**src/rtl/mod_select_seq.sv**
```systemverilog
// Sequential modulo-select unit: restoring divide a mod c, then
// z = (r == zero) ? c+1 : a-1, behind valid/ready handshakes.
module mod_select_seq #(
    parameter int DATAWIDTH = 64
) (
    input  logic                 clk,
    input  logic                 rst,
    input  logic                 in_valid,
    output logic                 in_ready,
    input  logic [DATAWIDTH-1:0] a,
    input  logic [DATAWIDTH-1:0] c,
    input  logic [DATAWIDTH-1:0] zero,
    output logic                 out_valid,
    input  logic                 out_ready,
    output logic [DATAWIDTH-1:0] z,
    output logic                 div0
);

    localparam int CW = (DATAWIDTH > 2) ? $clog2(DATAWIDTH) : 1;
    localparam logic [CW-1:0] CNT_LAST = CW'(DATAWIDTH - 1);

    localparam logic [1:0] S_IDLE = 2'd0;
    localparam logic [1:0] S_CALC = 2'd1;
    localparam logic [1:0] S_DONE = 2'd2;

    logic [1:0]           state_q, state_d;
    logic [DATAWIDTH-1:0] a_q, a_d;
    logic [DATAWIDTH-1:0] c_q, c_d;
    logic [DATAWIDTH-1:0] zero_q, zero_d;
    logic [DATAWIDTH:0]   rem_q, rem_d;
    logic [CW-1:0]        cnt_q, cnt_d;
    logic [DATAWIDTH-1:0] z_q, z_d;
    logic                 div0_q, div0_d;

    logic [DATAWIDTH:0]   rem_shift;
    logic [DATAWIDTH:0]   rem_step;
    logic [DATAWIDTH-1:0] rem_final;
    logic [DATAWIDTH-1:0] z_sel;
    logic                 c_is_zero;

    // Remainder stays below c, so its top bit is always free for the shift.
    always_comb begin
        rem_shift = {rem_q[DATAWIDTH-1:0], a_q[cnt_q]};
        if (rem_shift >= {1'b0, c_q}) begin
            rem_step = rem_shift - {1'b0, c_q};
        end else begin
            rem_step = rem_shift;
        end
        c_is_zero = (c_q == '0);
        rem_final = c_is_zero ? a_q : rem_step[DATAWIDTH-1:0];
        if (rem_final == zero_q) begin
            z_sel = c_q + DATAWIDTH'(1);
        end else begin
            z_sel = a_q - DATAWIDTH'(1);
        end
    end

    always_comb begin
        state_d = state_q;
        a_d     = a_q;
        c_d     = c_q;
        zero_d  = zero_q;
        rem_d   = rem_q;
        cnt_d   = cnt_q;
        z_d     = z_q;
        div0_d  = div0_q;
        unique case (state_q)
            S_IDLE: begin
                if (in_valid) begin
                    a_d     = a;
                    c_d     = c;
                    zero_d  = zero;
                    rem_d   = '0;
                    cnt_d   = CNT_LAST;
                    state_d = S_CALC;
                end
            end
            S_CALC: begin
                rem_d = rem_step;
                cnt_d = cnt_q - CW'(1);
                if (cnt_q == '0) begin
                    cnt_d   = '0;
                    z_d     = z_sel;
                    div0_d  = c_is_zero;
                    state_d = S_DONE;
                end
            end
            S_DONE: begin
                if (out_ready) begin
                    state_d = S_IDLE;
                end
            end
            default: begin
                state_d = S_IDLE;
            end
        endcase
    end

    always_ff @(posedge clk or negedge rst) begin
        if (!rst) begin
            state_q <= S_IDLE;
            a_q     <= '0;
            c_q     <= '0;
            zero_q  <= '0;
            rem_q   <= '0;
            cnt_q   <= '0;
            z_q     <= '0;
            div0_q  <= 1'b0;
        end else begin
            state_q <= state_d;
            a_q     <= a_d;
            c_q     <= c_d;
            zero_q  <= zero_d;
            rem_q   <= rem_d;
            cnt_q   <= cnt_d;
            z_q     <= z_d;
            div0_q  <= div0_d;
        end
    end

    assign in_ready  = (state_q == S_IDLE);
    assign out_valid = (state_q == S_DONE);
    assign z         = z_q;
    assign div0      = div0_q;

endmodule

```
**config.mk**
```make
export PLATFORM = sky130hd
export DESIGN_NAME = mod_select_seq
export DESIGN_NICKNAME = d
export VERILOG_FILES = /design/src/rtl/mod_select_seq.sv
export SDC_FILE = /design/constraint.sdc
export NUM_CORES = 1
export LEC_CHECK = 0
export BUFFER_PORTS_ARGS = -buffer_cell sky130_fd_sc_hd__buf_4
export CAP_MARGIN = 40
export CORE_ASPECT_RATIO = 0.8
export CORE_MARGIN = 5
export CORE_UTILIZATION = 30
export DETAILED_ROUTE_END_ITERATION = 10
export GPL_TIMING_DRIVEN = 0
export HOLD_SLACK_MARGIN = 0.08
export PLACE_DENSITY_LB_ADDON = 0.1
export SLEW_MARGIN = 20
export SYNTH_ARGS = -nofsm -noshare
export SYNTH_HDL_FRONTEND = slang
export SYNTH_SLANG_ARGS = --single-unit
export TNS_END_PERCENT = 20
```
**constraint.sdc**
```tcl
create_clock -name clk -period 8 [get_ports clk]
set_input_delay 1.6 -clock clk [delete_from_list [all_inputs] [get_ports clk]]
set_output_delay 1.6 -clock clk [all_outputs]
set_load 0.005 [all_outputs]
```
==> impl_metrics.yaml, run 1 <==
outcome:
  status: "complete, no violations"
yosys:
  async_flop_share_pct: 100
  synth_nets: 3301
  ys_seq_area_share_pct: 34.0
  syn_inst: 3034
  avgSynthCellArea_um2: 7.97
  ys_warn_count: 0
  yosys.area_share.simple_pct: 24.0
  synth_top_family_by_area: "simple AND/OR/NAND/NOR gates"
  synth_compound_area_share_pct: 18.7
  synth-seq-cells: 329
  yosysTopAreaCell: "dfrtp_1"
  synth_ff_type: "dfrtp_1"
  synth_common_cells: "nand2_1 (637), dfrtp_1 (329), o21ai_0 (246), xnor2_1 (187), a21oi_1 (158)"
  synth_xor_area_share_pct: 11.3
  syn_area_um2: 24200
  synth_cell_type_count: 101
  synth-adder-area-share_pct: 3.70
  synth_area_leaders: "dfrtp_1 (34%), nand2_1 (9.9%), xnor2_1 (6.8%), o21ai_0 (5.1%), ha_1 (3.6%)"
  yosysMostFrequentCell: "nand2_1"
  synth_top_area_share_pct: 34.0
  muxShareOfSynthArea_pct: 2.84
  synth-edff-count: 0
timing:
  fin_crit_ps: 7830
  fmax_mhz: 128
  timing.final.crit_share_pct: 97.8
  finClkSkew_ps: 26.5
  setup_viol: 0
  relSlewSlack_pct: 37.9
  hold_violations: 0
  holdWs_ps: 486
  fin_ws_ps: 174
  tightest_slew_ps: 922
  maxSlewViolCount: 0
drt:
  drtIter0Drc: 2924
  drc: 0
  first_pass_iters: 6
  vias: 25500
  wl_per_cell_um: 30.6
  wirelength_mm: 136
  antenna_left: 0
  vias_per_cell: 5.73
setup_path:
  startpoint_type: "register"
  timing.rr.start: "cnt_q[0]"
  endpoint_kind: "register"
  path_class: "reg -> reg"
  worst_r2r_endpoint: "z[12]"
  timing.critical_path.slowest_stage_cell: "mux4_2"
  worstSetupEndpoint: "z[12]"
  crit_start: "cnt_q[0]"
  worst_path_most_repeated_cell: "mux4_2"
  worst-path-max-fanout: 10
  ff2ff_setup_slack_ps: 170
  arrival_ps: 8280
  rr_worst_depth: 25
  cp.required_ps: 8450
  slowest_delay_ps: 550
grt:
  grt_max_degree: 89
  grt_overflow_total: 0
  grt_pass1_vias: 24500
  groute.usage.overall_pct: 30.4
  antenna_found_initial: 5
  grt_pass1_wl_mm: 189
placement:
  place.gp.congestion: 0.948
  hpwl_mm: 114
  portBuffers: 262
  dpl.cell_count: 4366
  pre_cts_ws_ps: -988
cts:
  ctsLongestPathBuffers: 3
  htree_num_levels: 2
  cts_tree: "yes"
  cts_root_buf: "clkbuf_16"
  numCtsBuffers: 39
  clkLatencyLatePin_ps: 590
  clk_pin_slew_ps: 70
  clock_sinks: 329
finish:
  final_util_pct: 36.8
  diodes: 0
  final_cells: 4456
  area_growth_pct: 22.1
  drive_gt1_share_pct: 14.7
  fin_nets: 3649
flow_run:
  cap_violations: 0
die:
  die_w_um: 327
  die_area_um2: 86400
  coreArea_um2: 80200
  die_h_um: 264
  rows: 93
  pin_count: 263
  initial_core_util_pct: 30.2
hold_path:
  hold_path.class: "reg -> reg"
[worst max-delay path: cells and delay by family (launching register included)]
kind	cells	cell delay [ps]
mux	3	1580
fa+ha+maj	2	570
buf+inv	7	1330
flops	1	340
simple gates	1	150
compound gates	12	3700
[layout make-up]
| type | instances | area [µm²] |
|---|---|---|
| inverters | 120 | 450 |
| plain buffers | 204 | 887 |
| well taps | 1045 | 1310 |
| flip-flops and latches | 329 | 8230 |
| clock buffers | 47 | 1090 |
| clock inverters | 23 | 347 |
| multi-input cells | 2380 | 14800 |
| repair buffers | 308 | 2460 |
| fillers | 8422 | 50600 |
[cell families (layout without fill, tap and decap cells)]
logic type | after synthesis | count (layout)
and+or+nand+nor | 1259 | 1259
buffers and inverters | 325 | 702
adders and majority gates | 71 | 71
AOI/OAI and AO/OA | 712 | 712
DFF | 329 | 329
muxes | 42 | 42
xor gates and xnor gates | 296 | 296
[per-stage QoR]
step | area [µm²] | TNS [ps]
floorplan | 24200 | 0
global placement | 27500 | -75770
detailed placement | 27800 | -51380
CTS | 29300 | 0
global route | 29500 | -6.41
finish | 29500 | 0
[flip-flops by register name, indices dropped and copies added, names as in the netlist]
register and cells:
a_q 64, zero_q 64, state_q 2, cnt_q 6, div0 1, z 64, rem_q 64, c_q 64
[per-layer routing]
| metal | routed length, µm | part of all wire (%) | vias up | global-route usage (%) |
|---|---|---|---|---|
| met1 | 63400 | 47 | 12800 | 45.3 |
| met4 | 3740 | 2.7 | 4 | 7.57 |
| met2 | 54800 | 40 | 1228 | 42.5 |
| met3 | 14300 | 11 | 144 | 9.32 |
| li1 | - | - | 11400 | - |
| met5 | 21 | 0.015 | - | 0 |
[placed cells by master (no fill, tap or decap), types with 10 or more instances in the layout]
cell type / count
a21oi_1: 158
clkbuf_1: 144
mux2i_1: 19
xor2_1: 99
o211ai_1: 63
nor3_1: 87
nor2b_1: 19
a211oi_1: 22
nor4_1: 52
ha_1: 70
a31oi_1: 12
dfrtp_1: 328
nand2_1: 637
buf_4: 279
or3_1: 14
o22ai_1: 11
and2_1: 16
nand2b_1: 15
clkbuf_16: 40
and3_1: 13
buf_2: 42
o31ai_1: 41
o21ai_0: 246
inv_1: 120
or4_1: 12
xnor2_1: 187
nand4_1: 77
nor2_1: 152
mux4_2: 21
a21o_1: 23
nand3_1: 115
buf_6: 21
o21a_1: 10
[worst min path at each step]
stage          startpoint        end  slack (ps)  cells after the start
2_1_floorplan   zero_q[2]  zero_q[2]         470                      2
3_3_place_gp        z[61]      z[61]         480                      2
3_5_place_dp        z[57]      z[57]         480                      2
4_1_cts             z[57]      z[57]         500                      2
5_1_grt             z[57]      z[57]         520                      2
6_report            z[57]      z[57]         490                      2
[what timing repair did]
item / in CTS / in global routing
resized for setup: 13 / 25
setup buffers: 3 / 6
gates cloned: 0 / 0
hold buffers: 0 / 0
pin swaps: 3 / 9
setup endpoints to repair: 64 / 63
Power of run 1 is left out: the tool's default activity adds up to more than one toggle a clock period on the data nets, which glitch-free logic cannot reach.
==> run 2: changes to the inputs <==
--- a/config.mk
+++ b/config.mk
@@ -7,7 +7,6 @@
 export LEC_CHECK = 0
 export BUFFER_PORTS_ARGS = -buffer_cell sky130_fd_sc_hd__buf_4
 export CAP_MARGIN = 40
-export CORE_ASPECT_RATIO = 0.8
 export CORE_MARGIN = 5
 export CORE_UTILIZATION = 30
 export DETAILED_ROUTE_END_ITERATION = 10
==> run 2 against run 1 <==
Clock skew down 3.7 ps. First-iteration DRC count shrank 12%. Register-to-register slack got worse by 60 ps. Global-route usage shrank 0.23 points. Cell area is 0.83% lower. Flip-flop and latch count unchanged. Routed wire length decreased by 0.45%. Cell count about the same. Via count shrank 0.86%. Sequential share of layout area increased by 0.23 points. Clock-buffer cell count is 15 higher. Die area hardly changed.
==> impl_metrics.yaml, run 2 (synthesized netlist as in run 1, its figures left out) <==
outcome:
  status: "complete, no violations"
cts:
  cts_hold_buffers: 0
  ctsLongestPathBuffers: 3
  htree_num_levels: 2
  cts_tree: "yes"
  clk_pin_slew_ps: 60
  cts_root_buf: "clkbuf_16"
  numCtsBuffers: 43
  clkLatencyLatePin_ps: 600
  clock_sinks: 329
timing:
  fmax_mhz: 127
  hold_violations: 0
  setup_viol: 0
  fin_crit_ps: 7890
  timing.final.crit_share_pct: 98.6
  finClkSkew_ps: 22.9
  rsz0062_at_grt: "no"
  tightest_slew_ps: 967
  relSlewSlack_pct: 34.9
  maxSlewViolCount: 0
grt:
  groute.usage.overall_pct: 30.1
  grt_pass1_vias: 24800
  grt_max_degree: 91
  grt_overflow_total: 0
  grt_pass1_wl_mm: 188
  antenna_found_initial: 1
finish:
  fillCellCount: 8486
  layout_common_cells: "nand2_1 (637), dfrtp_1 (328), buf_4 (273)"
  regArea_um2: 8230
  fin_nets: 3633
  area_growth_pct: 21.1
  final_cells: 4453
  final_common_cell: "nand2_1"
  stdcell_area_um2: 29300
  multi_input_comb_area_um2: 14700
  drive_gt1_share_pct: 13.9
drt:
  wl_per_cell_um: 30.5
  vias: 25300
  drtIter0Drc: 2569
  first_pass_iters: 6
  wirelength_mm: 136
  drc: 0
  antenna_left: 0
  vias_per_cell: 5.69
die:
  die_w_um: 294
  rows: 104
  die_area_um2: 86400
  die_h_um: 294
  initial_core_util_pct: 30.1
  coreArea_um2: 80300
  pin_count: 263
setup_path:
  cp.required_ps: 8530
  endpoint_kind: "register"
  worst-path-max-fanout: 10
  startpoint_type: "register"
  arrival_ps: 8410
  path_class: "reg -> reg"
  timing.rr.start: "cnt_q[0]"
  rr_worst_depth: 25
  ff2ff_setup_slack_ps: 110
  worst_r2r_endpoint: "z[53]"
hold_path:
  hold_path_end: "z[25]"
  whs_path_depth: 2
  hold_path.class: "reg -> reg"
  min_from: "z[25]"
placement:
  dpl.cell_count: 4377
  place.gp.congestion: 0.975
  portBuffers: 262
  hpwl_mm: 113
  placed_area_um2: 27700
flow_run:
  cap_violations: 0
## run 2: cell types whose count changed in the layout (fill, tap and decap cells not counted), sizes merged
cell,before,now
bufinv,8,3
dlymetal6s2s,1,0
clkinv,12,6
inv,121,120
buf,356,340
clkdlybuf4s18,1,0
clkinvlp,2,0
diode,0,1
clkbuf,201,214
## run 2: repair_timing
item                                   CTS  global route
pin swaps                                1             8
gates resized for setup                 12            12
endpoints found under the hold margin    0             0
setup buffers                            2             3
setup endpoints to repair               64            52
## run 2: cell type report
type	instances	area share [%]
antenna	1	0.00854
buffer	204	2.98
clock buffer	62	4.29
clock inverter	9	0.487
inverter	120	1.54
multi-input combinational	2380	50.3
sequential	329	28.1
tap	1060	4.53
timing repair buffer	288	7.78
## run 2: worst max-delay path by stage
stage | start | endpoint | slack (ps) | depth (start not counted)
after detailed placement | cnt_q[1] | z[9] | -1140 | 24
after global placement | cnt_q[1] | z[11] | -1370 | 24
final | cnt_q[0] | z[53] | 110 | 25
after global routing | a_q[19] | z[11] | 60 | 23
after floorplan | cnt_q[0] | z[34] | 1470 | 23
after CTS | cnt_q[0] | z[12] | 0.9 | 24
## run 2: metrics by stage
stage | TNS, ps | worst slack [ps] | hold WS, ps | utilization, %
floorplan | 0 | 1470 | 466 | -
global placement | -73700 | -1370 | 492 | 34.2
detailed placement | -59690 | -1140 | 480 | 34.6
CTS | 0 | 0.862 | 492 | 36.4
global route | 0 | 62.7 | 528 | 36.5
finish | 0 | 112 | 493 | 36.5
## run 2: per-layer routing
metal	global-route usage [%]	up-vias	routed length, µm
li1	-	11300	-
met1	40.8	12700	58500
met2	49.8	1064	63100
met3	3.95	205	8250
met4	10.6	0	5760
met5	0	-	0
## run 2: worst max-delay path: stages, from the launching register on
cell and delay, ps:
dfrtp_1 350, clkbuf_2 180, buf_6 190, mux4_2 560
mux4_2 510, mux4_2 520, inv_1 140, ha_1 160
inv_1 50, fa_1 410, a21o_1 250, a221o_1 450
a221oi_4 330, buf_12 160, nand2_1 60, xnor2_1 720
o21ai_0 560, o2111ai_1 270, a2bb2o_1 210, o221ai_1 130
nor4bb_1 160, o211ai_1 260, buf_2 310, clkbuf_1 510
o211ai_1 180, nand3_1 140
Power of run 2 is left out for the same reason.
==> run 3: changes to the inputs <==
--- a/config.mk
+++ b/config.mk
@@ -5,6 +5,7 @@
 export SDC_FILE = /design/constraint.sdc
 export NUM_CORES = 1
 export LEC_CHECK = 0
+export ABC_AREA = 1
 export BUFFER_PORTS_ARGS = -buffer_cell sky130_fd_sc_hd__buf_4
 export CAP_MARGIN = 40
 export CORE_MARGIN = 5
==> run 3 against run 2 <==
First-iteration DRC count increased by 25%. Global-route usage down 1.3 points. Clock-buffer cell count is 4 lower. Area after synthesis up 9.5%. Routed wire length is 4.5% higher. Critical path depth increased by 13. Sequential share of layout area is 2.1 points lower. Synthesized cell count is 42% higher. Die area rose by 9.1%.
==> impl_metrics.yaml, run 3 <==
yosys:
  synth_common_cells: "nand2_1 (1576), inv_1 (644), nand3_1 (445), dfrtp_1 (329), nor2_1 (292)"
  synth-seq-cells: 329
  syn_area_um2: 26500
  avgSynthCellArea_um2: 6.16
  synth_nets: 4561
  syn_inst: 4294
  async_flop_share_pct: 100
  synth_cell_type_count: 43
  synth_top_area_share_pct: 31.1
  synth-edff-count: 0
  synth_area_leaders: "dfrtp_1 (31%), nand2_1 (22%), inv_1 (9.1%), nand3_1 (8.4%), o21ai_0 (4.7%)"
  synth_ff_type: "dfrtp_1"
  ys_warn_count: 0
  yosysMostFrequentCell: "nand2_1"
  yosysTopAreaCell: "dfrtp_1"
  ys_seq_area_share_pct: 31.1
grt:
  grt_pass1_wl_mm: 198
  groute.usage.overall_pct: 28.9
  grt_pass1_vias: 27700
  busiest_layer: "met2"
  grt_max_degree: 73
  grt_overflow_total: 0
  antenna_found_initial: 4
  gr-usage-met2_pct: 45.8
  met3_usage_pct: 4.10
  grt_use_met1_pct: 40.4
cts:
  cts_resized: 0
  cts_root_buf: "clkbuf_16"
  cts_tree: "yes"
  clkLatencyLatePin_ps: 600
  cts_setup_buffers: 0
  ctsLongestPathBuffers: 3
  numCtsBuffers: 43
  clk_pin_slew_ps: 60
  htree_num_levels: 2
  cts_hold_buffers: 0
  clock_sinks: 329
setup_path:
  worst_path_most_repeated_cell: "nand2_1"
  rr_worst_depth: 38
  startpoint_type: "register"
  slowest_delay_ps: 520
  path_class: "reg -> reg"
  cp.required_ps: 8490
  endpoint_kind: "register"
  timing.critical_path.slowest_stage_cell: "buf_1"
  arrival_ps: 7330
  worst-path-max-fanout: 11
finish:
  drive_gt1_share_pct: 9.79
  final_util_pct: 36.0
  fillCellCount: 10000
  area_growth_pct: 19.7
  final_common_cell: "nand2_1"
  layout_common_cells: "nand2_1 (1576), inv_1 (644), nand3_1 (445)"
  fin_nets: 4881
drt:
  first_pass_iters: 5
  drtIter0Drc: 3217
  vias: 29700
  vias_per_cell: 5.10
  wl_per_cell_um: 24.4
  antenna_left: 0
  drc: 0
  wirelength_mm: 142
flow_run:
  cap_violations: 0
pwr:
  p_int_mw: 7.46
  switching_share_pct: 58.4
  p_switching_mw: 10.5
  seqPwrFrac_pct: 18.7
  power_frac_clock_pct: 12.3
  vdd_drop_max_v: 0.000212
  power_frac_comb_pct: 69.1
  p_per_area_nw_per_um2: 566
  leakage_nw: 16.8
placement:
  portBuffers: 262
  place.gp.congestion: 0.986
  hpwl_mm: 120
timing:
  hold_violations: 0
  finClkSkew_ps: 33.8
  tightest_slew_ps: 979
  setup_viol: 0
  relSlewSlack_pct: 34.5
  fmax_mhz: 146
  maxSlewViolCount: 0
  tns_ps: 0
  fin_crit_ps: 6830
  timing.final.crit_share_pct: 85.4
  rsz0062_at_grt: "no"
hold_path:
  whs_path_depth: 2
  hold_path.class: "reg -> reg"
die:
  rows: 109
  die_area_um2: 94300
  die_h_um: 307
  initial_core_util_pct: 30.1
  pin_count: 263
  coreArea_um2: 88000
  die_w_um: 307
outcome:
  status: "complete, no violations"
## run 3: kinds of logic (layout without fill, tap and decap cells)
kind of cell    Yosys count  count (layout)  synth area share, %
simple gates           2545            2545                 40.6
buf+inv                 817            1171                 12.2
compound gates          384             384                 7.77
flops                   329             329                 31.1
xor+xnor                148             148                 4.90
fa+ha+maj                71              71                 3.38
other cells               0               5                    0
## run 3: per-layer routing
metal	routed length, µm	up-vias
met4	6170	0
li1	-	14100
met2	62700	1228
met5	0	-
met3	10300	192
met1	62700	14200
## run 3: worst max-delay path: cells and delay by family, from the launching register on
family	cells	cell delay (ps)
fa+ha+maj	2	710
compound gates	1	190
simple gates	31	4230
buf+inv	4	1200
flops	1	370
## run 3: path summary, 6_finish.rpt
path | start | end | slack, ps
hold / removal | z[20] | z[20] | 480
min in group asynchronous | rst | c_q[17] | 970
hold reg to reg | z[20] | z[20] | 480
max in group asynchronous | rst | a_q[42] | 5440
setup / recovery | cnt_q[1] | z[54] | 1170
setup reg to reg | cnt_q[1] | z[54] | 1170
## run 3: layout make-up
type / instances / area, µm² / share of cell area [%]
Antenna cell: 5 / 12.5 / 0.0395
Buffer: 145 / 718 / 2.27
Clock buffer: 58 / 1210 / 3.83
Clock inverter: 21 / 353 / 1.11
Inverter: 672 / 2520 / 7.96
Multi-Input combinational cell: 3148 / 15000 / 47.3
Sequential cell: 329 / 8230 / 26.0
Tap cell: 1165 / 1460 / 4.60
Timing Repair Buffer: 275 / 2170 / 6.86
## run 3: metrics by stage
| stage | total power, mW | instance area [µm²] | worst slack, ps | instances | hold slack (ps) |
|---|---|---|---|---|---|
| after floorplan | 10.7 | 26500 | 3760 | 4294 | 472 |
| after global placement | 15.5 | 29900 | 1310 | 5721 | 465 |
| after detailed placement | 15.5 | 30100 | 1310 | 5732 | 467 |
| after CTS | 17.8 | 31600 | 1300 | 5811 | 483 |
| after global routing | 19.3 | 31700 | 850 | 5813 | 499 |
| final | 17.9 | 31700 | 1170 | 5818 | 477 |
## run 3: power by group through the flow
stage	Combinational (mW)	Sequential (mW)	Clock, mW
after floorplan	7.71	2.95	0
after global placement	12.1	3.36	0
after detailed placement	12.2	3.35	0
after CTS	12.2	3.33	2.23
after global routing	13.6	3.41	2.28
final	12.4	3.35	2.20
Note: power is estimated with default switching activity, not from simulation.
